**src/rtl/gray_conv_sched.sv**
```systemverilog
// Round-robin scheduler that shares one bit-serial Gray-to-binary converter among
// NREQ requesters and returns each binary result, tagged with its owner, over valid/ready.
module gray_conv_sched #(
   parameter int unsigned WIDTH = 5,
   parameter int unsigned NREQ  = 4
) (
   input  logic                     clk,
   input  logic                     rst_n,
   input  logic [NREQ-1:0]          req,
   input  logic [NREQ*WIDTH-1:0]    gray_in,
   output logic [NREQ-1:0]          gnt,
   output logic                     out_valid,
   input  logic                     out_ready,
   output logic [WIDTH-1:0]         bin_out,
   output logic [$clog2(NREQ)-1:0]  out_id,
   output logic                     busy
);

   localparam int unsigned IDW = $clog2(NREQ);
   localparam int unsigned KW  = (WIDTH > 1) ? $clog2(WIDTH) : 1;

   typedef enum logic [1:0] {
      S_IDLE = 2'd0,
      S_CONV = 2'd1,
      S_HOLD = 2'd2
   } state_t;

   state_t           state_q, state_d;
   logic [NREQ-1:0]  gnt_q, gnt_d;
   logic             valid_q, valid_d;
   logic [WIDTH-1:0] bin_q, bin_d;
   logic [IDW-1:0]   id_q, id_d;
   logic             busy_q, busy_d;
   logic [IDW-1:0]   ptr_q, ptr_d;
   logic [WIDTH-1:0] g_q, g_d;
   logic             acc_q, acc_d;
   logic [KW-1:0]    k_q, k_d;

   logic             any_req_c;
   logic [IDW-1:0]   win_c;
   logic [IDW-1:0]   cand_c;
   logic [WIDTH-1:0] slice_c;

   // Round-robin pick: scan offsets high to low so the smallest offset from ptr wins.
   always_comb begin
      any_req_c = |req;
      win_c     = ptr_q;
      cand_c    = ptr_q;
      for (int j = NREQ - 1; j >= 0; j--) begin
         cand_c = ptr_q + IDW'(j);
         if (req[cand_c]) begin
            win_c = cand_c;
         end
      end
      slice_c = '0;
      for (int j = 0; j < NREQ; j++) begin
         if (IDW'(j) == win_c) begin
            slice_c = gray_in[j*WIDTH +: WIDTH];
         end
      end
   end

   // Next-state and output logic.
   always_comb begin
      state_d = state_q;
      gnt_d   = '0;
      valid_d = valid_q;
      bin_d   = bin_q;
      id_d    = id_q;
      busy_d  = busy_q;
      ptr_d   = ptr_q;
      g_d     = g_q;
      acc_d   = acc_q;
      k_d     = k_q;
      case (state_q)
         S_IDLE: begin
            if (any_req_c) begin
               state_d = S_CONV;
               gnt_d   = NREQ'(1) << win_c;
               g_d     = slice_c;
               id_d    = win_c;
               ptr_d   = win_c + IDW'(1);
               acc_d   = 1'b0;
               k_d     = KW'(WIDTH - 1);
               busy_d  = 1'b1;
            end
         end
         S_CONV: begin
            // Running XOR from the MSB down yields each binary bit in turn.
            acc_d        = acc_q ^ g_q[k_q];
            bin_d[k_q]   = acc_d;
            if (k_q == '0) begin
               state_d = S_HOLD;
               valid_d = 1'b1;
               k_d     = KW'(WIDTH - 1);
            end else begin
               k_d = k_q - KW'(1);
            end
         end
         S_HOLD: begin
            if (out_ready) begin
               state_d = S_IDLE;
               valid_d = 1'b0;
               busy_d  = 1'b0;
            end
         end
         default: begin
            state_d = S_IDLE;
            valid_d = 1'b0;
            busy_d  = 1'b0;
         end
      endcase
   end

   always_ff @(posedge clk or negedge rst_n) begin
      if (!rst_n) begin
         state_q <= S_IDLE;
         gnt_q   <= '0;
         valid_q <= 1'b0;
         bin_q   <= '0;
         id_q    <= '0;
         busy_q  <= 1'b0;
         ptr_q   <= '0;
         g_q     <= '0;
         acc_q   <= 1'b0;
         k_q     <= KW'(WIDTH - 1);
      end else begin
         state_q <= state_d;
         gnt_q   <= gnt_d;
         valid_q <= valid_d;
         bin_q   <= bin_d;
         id_q    <= id_d;
         busy_q  <= busy_d;
         ptr_q   <= ptr_d;
         g_q     <= g_d;
         acc_q   <= acc_d;
         k_q     <= k_d;
      end
   end

   assign gnt       = gnt_q;
   assign out_valid = valid_q;
   assign bin_out   = bin_q;
   assign out_id    = id_q;
   assign busy      = busy_q;

endmodule

```
**config.mk**
```make
export PLATFORM = sky130hd
export DESIGN_NAME = gray_conv_sched
export DESIGN_NICKNAME = d
export VERILOG_FILES = /design/src/rtl/gray_conv_sched.sv
export SDC_FILE = /design/constraint.sdc
export NUM_CORES = 1
export LEC_CHECK = 0
export CAP_MARGIN = 20
export CORE_UTILIZATION = 30
export CTS_BUF_LIST = sky130_fd_sc_hd__clkbuf_8
export DETAILED_ROUTE_END_ITERATION = 7
export GPL_TIMING_DRIVEN = 0
export PLACE_DENSITY = 0.61
export SKIP_CTS_REPAIR_TIMING = 1
export SKIP_LAST_GASP = 1
export SLEW_MARGIN = 30
export SYNTH_ARGS = -nofsm -noshare
export SYNTH_HDL_FRONTEND = slang
export SYNTH_SLANG_ARGS = --single-unit
```
**constraint.sdc**
```tcl
create_clock -name clk -period 2.8 [get_ports clk]
set_clock_uncertainty 0.05 [all_clocks]
set_input_delay 0.84 -clock clk [delete_from_list [all_inputs] [get_ports clk]]
set_output_delay 0.84 -clock clk [all_outputs]
set_load 0.05 [all_outputs]
```
==> impl_results.md, run 1 <==
- Global-route track usage on met2: 22.43%
- Setup Crit Path Kind: input port to flip-flop
- Slew of the pin with the lowest slew margin: roughly 0.59 ns
- Delay contributed by the slowest stage of the critical path: between 0.4 and 0.5 ns
- Data required time at the worst endpoint: ~3 ns
- Number of DRC violations after detailed routing: 0
- Syn_nets: 190
- Synthesized instance count: around 160
- Die outline area: between 0.005 and 0.006 sq mm
- Ant. Diodes: 0
- Deepest level of the CTS H-tree: 1
- Final core area utilization: 43.37%
- Vias after detailed routing: 1259
- Met3 Resource Use GR: 2.486%
- Die boundary width: about 73 microns
- CP Buf/Inv Count: 3
- Highest-utilization routing layer at the global route stage: met2
- Number of synthesized flops with an enable pin: 0
- Vertical die dimension: between 70 and 80 microns
- Clock network latency to the later pin of the worst-skew pair: ~0.27 ns
- Placed wire-length estimate: between 2 and 2.5 mm
- Count of clock tree sinks: 26
- Core box area: roughly 0.0048 sq mm
- Worst EP arrival: 2.67 ns
- Number of antenna violations at the first check in global routing: 0
- Run status: finished clean
- Commonest register cell after synthesis: dfrtp_1
- Worst voltage drop across the vdd grid: ~0.29 mV
- Final routed wirelength across all metal layers: about 3.4 mm
- Number of violations reported at the end of detailed-routing iteration 0: between 40 and 50
- Family with the most delay on the worst path: buffers and inverters
- Starting density of the core: about a third
- Area overhead of the layout relative to synthesis: 37.68%
- Via count of the first global-routing pass: between 1000 and 1500
- Leak Pwr: just under 0.9 nW
- Clk buf depth: 2
- Rel. slew slack: between 60% and 70%
- Count of final setup violators: 0
- RSZ-0062 raised after global routing: false
- Antenna viol nets, final: 0
- Library cells used by synthesis: 43
- Kind of end point of the critical path: flip-flop
- Ports placed on the boundary: 40
- Maximum fanout count along the critical path: 10
- Ratio of cells with drive above 1 in the final layout: between 10% and 20%
- Synthesized cell area: around 0.0015 sq mm
- Async set or reset register ratio after synthesis: 100.0%
- Vias per Instance: roughly 4.7
- First-pass GRT wire length: 5.637 mm
- Clock-pin slew of the registers on the worst-case setup and hold paths: roughly 0.090 ns
- Mean instance size in the synthesized netlist: around 9.5 sq um
- Highest clock rate: 0.3911 GHz
- Maximum number of pins on one net before global-route repair: 27
- Global-route met1 utilization: about a fifth
- Warnings from Yosys: 0
- Critical-path cell list: clkdlybuf4s50_1, nand4b_1, nand2_2, inv_1, ha_1, clkbuf_2, a21oi_1, o21ai_0, a221oi_2, nor2_1
- Count of TritonRoute iterations in the first routing pass: 4
- Total grt overflow: 0
- Number of clock buffers inserted by TritonCTS: 3
- Final Net Count: 236
- Minimum period implied by the final worst setup slack: approximately 2.6 ns
- TritonCTS clock tree: built
- Maximum Capacitance Violations: 0
- Cell row count: 25
- Max Transition Viols Final: 0
- Slowest CP cell: clkdlybuf4s50_1
- Global routing usage summed across all routing layers: 14.04%
- Clock Root Buffer: clkbuf_8
- Final worst path period share: roughly nine tenths
- Power density over the cells: ~1100 mW/mm^2
- Worst hold margin: about 0.43 ns
- Worst min-delay path class: flip-flop to flip-flop
- Sequential share of the synthesized area: a little over two fifths
- Synthesized flop and latch total: 26
- # port buffers: 39
- Weighted congestion at the end of routability-driven global placement: about 0.8
- Total Negative Setup Slacks: 0 ns
- Type of element launching the critical path: input port
- Detail-routed net length per standard cell: 12.74 microns
- Number of hold-slack violations in the final timing report: 0
-- worst paths after layout --
kind	start	end	slack (ns)	cells past startpoint
min in group asynchronous	rst_n	bin_out[4]	0.51	1
worst max-delay path	req[1]	g_q[4]	0.24	10
worst max register to register	ptr_q[1]	g_q[0]	0.61	9
worst min-delay path	bin_out[4]	bin_out[4]	0.43	2
worst min register to register	bin_out[4]	bin_out[4]	0.43	2
max in group asynchronous	rst_n	gnt[3]	1.80	1
-- power by group --
part           leakage [nW]  switching (mW)  internal [mW]
clock                0.0269           0.116         0.0983
sequential            0.317           0.111          0.556
combinational         0.538           0.891          0.596
-- cell families (layout without fill, tap and decap cells) --
family | after synthesis | in the layout | synth area share (%)
compound gates | 44 | 44 | 19.13
xor+xnor | 1 | 1 | 0.5849
buf+inv | 18 | 63 | 6.265
mux | 6 | 6 | 4.344
fa+ha+maj | 5 | 5 | 4.177
flops | 26 | 26 | 43.53
simple gates | 58 | 58 | 21.97
-- flip-flops by register name (all words and copies together), names as in the netlist --
signal and cells:
busy 1, out_id 2, g_q 5, bin_out 5, state_q 2, ptr_q 2
out_valid 1, k_q 3, gnt 4, acc_q 1
-- synth_stat cells (2+ instances only) --
master | n | area, sq um
dfrtp_1 | 25 | 625.6
nand2_1 | 15 | 56.30
nor2_1 | 14 | 52.55
o21ai_0 | 14 | 70.07
a21oi_1 | 12 | 60.06
inv_1 | 7 | 26.28
ha_1 | 5 | 62.56
and2_1 | 4 | 25.02
clkbuf_1 | 4 | 15.01
nand3_1 | 4 | 20.02
o31ai_1 | 4 | 30.03
a221oi_2 | 3 | 45.04
buf_2 | 3 | 15.01
buf_6 | 3 | 33.78
mux2_2 | 3 | 33.78
nor2b_1 | 3 | 18.77
o21ai_1 | 3 | 15.01
a221oi_1 | 2 | 17.52
and2b_1 | 2 | 15.01
mux2i_1 | 2 | 20.02
nand2b_1 | 2 | 12.51
nor4b_2 | 2 | 30.03
or3_1 | 2 | 12.51
-- per-layer routing --
layer,vias to the layer above,routed length [microns]
li1,645,-
met1,576,1760
met2,33,1477
met3,5,154
met4,0,48
met5,-,0
-- worst min-delay path, delay by kind of cell (launching register included) --
family / cells / cell delay (ns)
simple gates: 1 / 0.05
compound gates: 1 / 0.05
flops: 1 / 0.35
-- metrics by stage --
stage / area, sq um / setup WS (ns) / std cells / power [mW]
final: 2062 / 0.2430 / 270 / 2.367
after global routing: 2062 / 0.09520 / 270 / 2.561
after CTS: 2012 / -0.2824 / 268 / 2.326
after detailed placement: 1967 / -0.5757 / 264 / 2.109
after global placement: 1972 / -0.4935 / 264 / 2.084
after floorplan: 1498 / 0.3640 / 158 / 1.706
-- cells in the final DEF, fill, tap and decap left out, types with 2 or more instances in the layout --
cell type,count
dfrtp_1,25
nor2_1,14
clkbuf_8,3
a221oi_2,5
buf_6,3
nand3_1,4
clkbuf_2,2
inv_1,8
mux2i_1,2
nand2b_1,2
and2b_1,2
a21oi_1,12
dlymetal6s2s_1,3
nor4b_2,2
o31ai_1,4
buf_4,2
nand2_1,14
nor2b_1,3
and2_1,4
buf_2,4
o21ai_0,13
ha_1,5
clkdlybuf4s50_1,35
o21ai_1,4
mux2_2,3
or3_1,2
-- cell type report --
class	instances	area, sq um
Buffer	10	70.07
Multi-Input combinational cell	114	773.2
Clock inverter	1	3.754
Fill cell	475	2693
Tap cell	67	83.83
Sequential cell	26	651.9
Timing Repair Buffer	41	407.9
Clock buffer	3	41.29
Inverter	8	30.03
(Power assumes the default switching activity.)
==> run 2, diff against run 1 <==
CORE_MARGIN = 8   (was unset)
==> run 2 against run 1 <==
Compared with the run above: critical path depth did not move; non-clock buffer count did not move; count of clock-buffer cells in the layout did not move; cell area fell by 0.73%; die area rose by 42%; total power fell by 1.4%; routed wire length rose by 3.0%; via count fell by 2.1%; fmax fell by 2.9%; combinational power barely moved.
==> impl_results.md, run 2 (synthesized netlist as in run 1, its figures left out) <==
- Kind of end point of the critical path: flip-flop (unchanged)
- Most frequent cells in the layout: clkdlybuf4s50_1 (35), dfrtp_1 (25), nand2_1 (15), o21ai_0 (14), nor2_1 (14) (was clkdlybuf4s50_1 (35), dfrtp_1 (25), nand2_1 (14), nor2_1 (14), o21ai_0 (13))
- # port buffers: 39 (unchanged)
- Worst hold margin: 0.4309 ns (was 0.4340 ns)
- Clk buf depth: 2 (unchanged)
- Total grt overflow: 0 (unchanged)
- Total internal power: 1.239 mW (was 1.250 mW)
- Final routed wirelength across all metal layers: 3.543 mm (was 3.441 mm)
- Data required time at the worst endpoint: 2.91 ns (was 2.92 ns)
- Met2 Wirelength: 1.528 mm (was 1.477 mm)
- Filler Cells Inserted: 489 (was 475)
- Register Area: 651.9 sq um (unchanged)
- Core box area: 0.004755 sq mm (unchanged)
- Number of antenna violations at the first check in global routing: 0 (unchanged)
- Post-placement cell area: 0.001967 sq mm (unchanged)
- Number of clock buffers inserted by TritonCTS: 3 (unchanged)
- Vias per Instance: 4.563 (was 4.663)
- Worst voltage drop across the vdd grid: 0.3492 mV (was 0.2871 mV)
- Total net switching power: 1.095 mW (was 1.117 mW)
- Maximum Capacitance Violations: 0 (unchanged)
- Ratio of cells with drive above 1 in the final layout: 14.78% (was 15.76%)
- RSZ-0062 raised after global routing: false (unchanged)
- Run status: finished clean (unchanged)
- Highest Signal Layer: met4 (unchanged)
- Clock network latency to the later pin of the worst-skew pair: 0.27 ns (about the same)
- Detail-routed net length per standard cell: 13.12 microns (was 12.74 microns)
- Max Transition Viols Final: 0 (unchanged)
- Weighted congestion at the end of routability-driven global placement: 0.8060 (was 0.7884)
- Starting density of the core: 31.50% (unchanged)
- Number of DRC violations after detailed routing: 0 (unchanged)
- Number of hold-slack violations in the final timing report: 0 (unchanged)
- Slowest CP cell: clkdlybuf4s50_1 (unchanged)
- Number of violations reported at the end of detailed-routing iteration 0: 55 (was 45)
- Highest clock rate: 0.3798 GHz (was 0.3911 GHz)
- Type of element launching the critical path: input port (unchanged)
- Final core area utilization: 43.05% (was 43.37%)
- Minimum period implied by the final worst setup slack: 2.633 ns (was 2.557 ns)
- Vertical die dimension: 86.66 microns (was 72.66 microns)
- Maximum number of pins on one net before global-route repair: 27 (unchanged)
- Ant. Diodes: 0 (unchanged)
- Die boundary width: 86.66 microns (was 72.66 microns)
- Final Net Count: 236 (unchanged)
- Antenna viol nets, final: 0 (unchanged)
- Ports placed on the boundary: 40 (unchanged)
- Cell count after placement: 264 (unchanged)
- Most common cell after layout, fill and taps aside: clkdlybuf4s50_1 (unchanged)
- Clock Root Buffer: clkbuf_8 (unchanged)
- Vias after detailed routing: 1232 (was 1259)
- Post-Route M1 WL: 1.718 mm (was 1.760 mm)
- First-pass GRT wire length: 5.954 mm (was 5.637 mm)
- Via count of the first global-routing pass: 1277 (was 1215)
- Overall power of the completed layout: 2.334 mW (was 2.367 mW)
- Critical-path cell list: clkdlybuf4s50_1, nand4b_1, nand2_1, inv_1, ha_1, clkbuf_2, a21oi_1, o21ai_0, a221oi_1, nor2_1 (was clkdlybuf4s50_1, nand4b_1, nand2_2, inv_1, ha_1, clkbuf_2, a21oi_1, o21ai_0, a221oi_2, nor2_1)
- Final worst path period share: 94.03% (was 91.32%)
- Global routing usage summed across all routing layers: 9.955% (was 14.04%)
- Rel. slew slack: 61.81% (was 60.82%)
- Switching power share of the total: 46.93% (was 47.20%)
- Deepest level of the CTS H-tree: 1 (unchanged)
- Setup Crit Path Kind: input port to flip-flop (unchanged)
- Area occupied by multi-input gates: 760.7 sq um (was 773.2 sq um)
- Placement-stage worst setup slack: -0.5598 ns (was -0.5757 ns)
- Cell row count: 25 (unchanged)
- Final worst setup slack: 0.1670 ns (was 0.2430 ns)
- Post-route cell area: 0.002047 sq mm (was 0.002062 sq mm)
- Die outline area: 0.007509 sq mm (was 0.005279 sq mm)
- Worst min-delay path class: flip-flop to flip-flop (unchanged)
- Wire length on met3: 261 microns (was 154 microns)
- Area overhead of the layout relative to synthesis: 36.67% (was 37.68%)
- Placed wire-length estimate: 2.659 mm (was 2.447 mm)
- Power density over the cells: 1140 mW/mm^2 (was 1148 mW/mm^2)
- Part of the power in registers: 28.5% (was 28.1%)
- Clock-pin slew of the registers on the worst-case setup and hold paths: 0.09 ns (about the same)
- TritonCTS clock tree: built (unchanged)
- Slew of the pin with the lowest slew margin: 0.5728 ns (was 0.5876 ns)
- Count of clock tree sinks: 26 (unchanged)
- Delay contributed by the slowest stage of the critical path: 0.47 ns (about the same)
- Count of TritonRoute iterations in the first routing pass: 4 (unchanged)
- Leak Pwr: 0.8773 nW (was 0.8816 nW)
- Number of cells in the finished layout apart from fillers: 270 (unchanged)
- Maximum fanout count along the critical path: 10 (unchanged)
- Proportion of power drawn by the clock network: 9.2% (was 9.1%)
- Total Negative Setup Slacks: 0 ns (unchanged)
- Worst EP arrival: 2.74 ns (was 2.67 ns)
- Combinational share of power: 62.4% (was 62.8%)
- Count of final setup violators: 0 (unchanged)
run 2: cell counts in the layout (fill, tap and decap cells not counted):
Identical to the previous run, type by type.
run 2: area by class of cell:
| cell class | instances | share of cell area [%] |
|---|---|---|
| clock inverter | 1 | 0.1834 |
| multi-input combinational | 114 | 37.16 |
| timing repair buffer | 41 | 19.93 |
| inverter | 8 | 1.467 |
| clock buffer | 3 | 2.017 |
| tap | 67 | 4.095 |
| buffer | 10 | 3.301 |
| sequential | 26 | 31.85 |
run 2: critical path, delay by kind of cell:
family | cells | cell delay, ns
AO/OA/AOI/OAI | 3 | 0.54
adder cells (fa/ha/maj) | 1 | 0.20
buffers and inverters | 3 | 0.72
AND/OR/NAND/NOR | 3 | 0.44
run 2: worst paths after layout:
kind | endpoint | slack, ns | startpoint | depth (start not counted)
setup / recovery | g_q[2] | 0.17 | req[1] | 10
hold / removal | bin_out[4] | 0.43 | bin_out[4] | 2
setup reg to reg | g_q[2] | 0.59 | ptr_q[0] | 10
hold reg to reg | bin_out[4] | 0.43 | bin_out[4] | 2
max in group asynchronous | gnt[2] | 1.81 | rst_n | 1
min in group asynchronous | bin_out[4] | 0.50 | rst_n | 1
run 2: power groups by stage:
stage,logic (mW),registers [mW],clock network [mW]
global route,1.60,0.691,0.236
floorplan,0.794,0.912,0
global placement,1.42,0.670,0
CTS,1.44,0.664,0.221
finish,1.46,0.664,0.214
detailed placement,1.43,0.672,0
run 2: metal layers:
layer / global-route usage [%] / vias up
li1: - / 642
met1: 12.60 / 557
met2: 14.79 / 31
met3: 3.403 / 2
met4: 4.538 / 0
met5: 0 / -
==> run 3, diff against run 2 <==
HOLD_SLACK_MARGIN = 0.15   (was unset)
==> results of run 3 <==
Same layout as run 2: the final DEF is identical, and so are final timing and power.
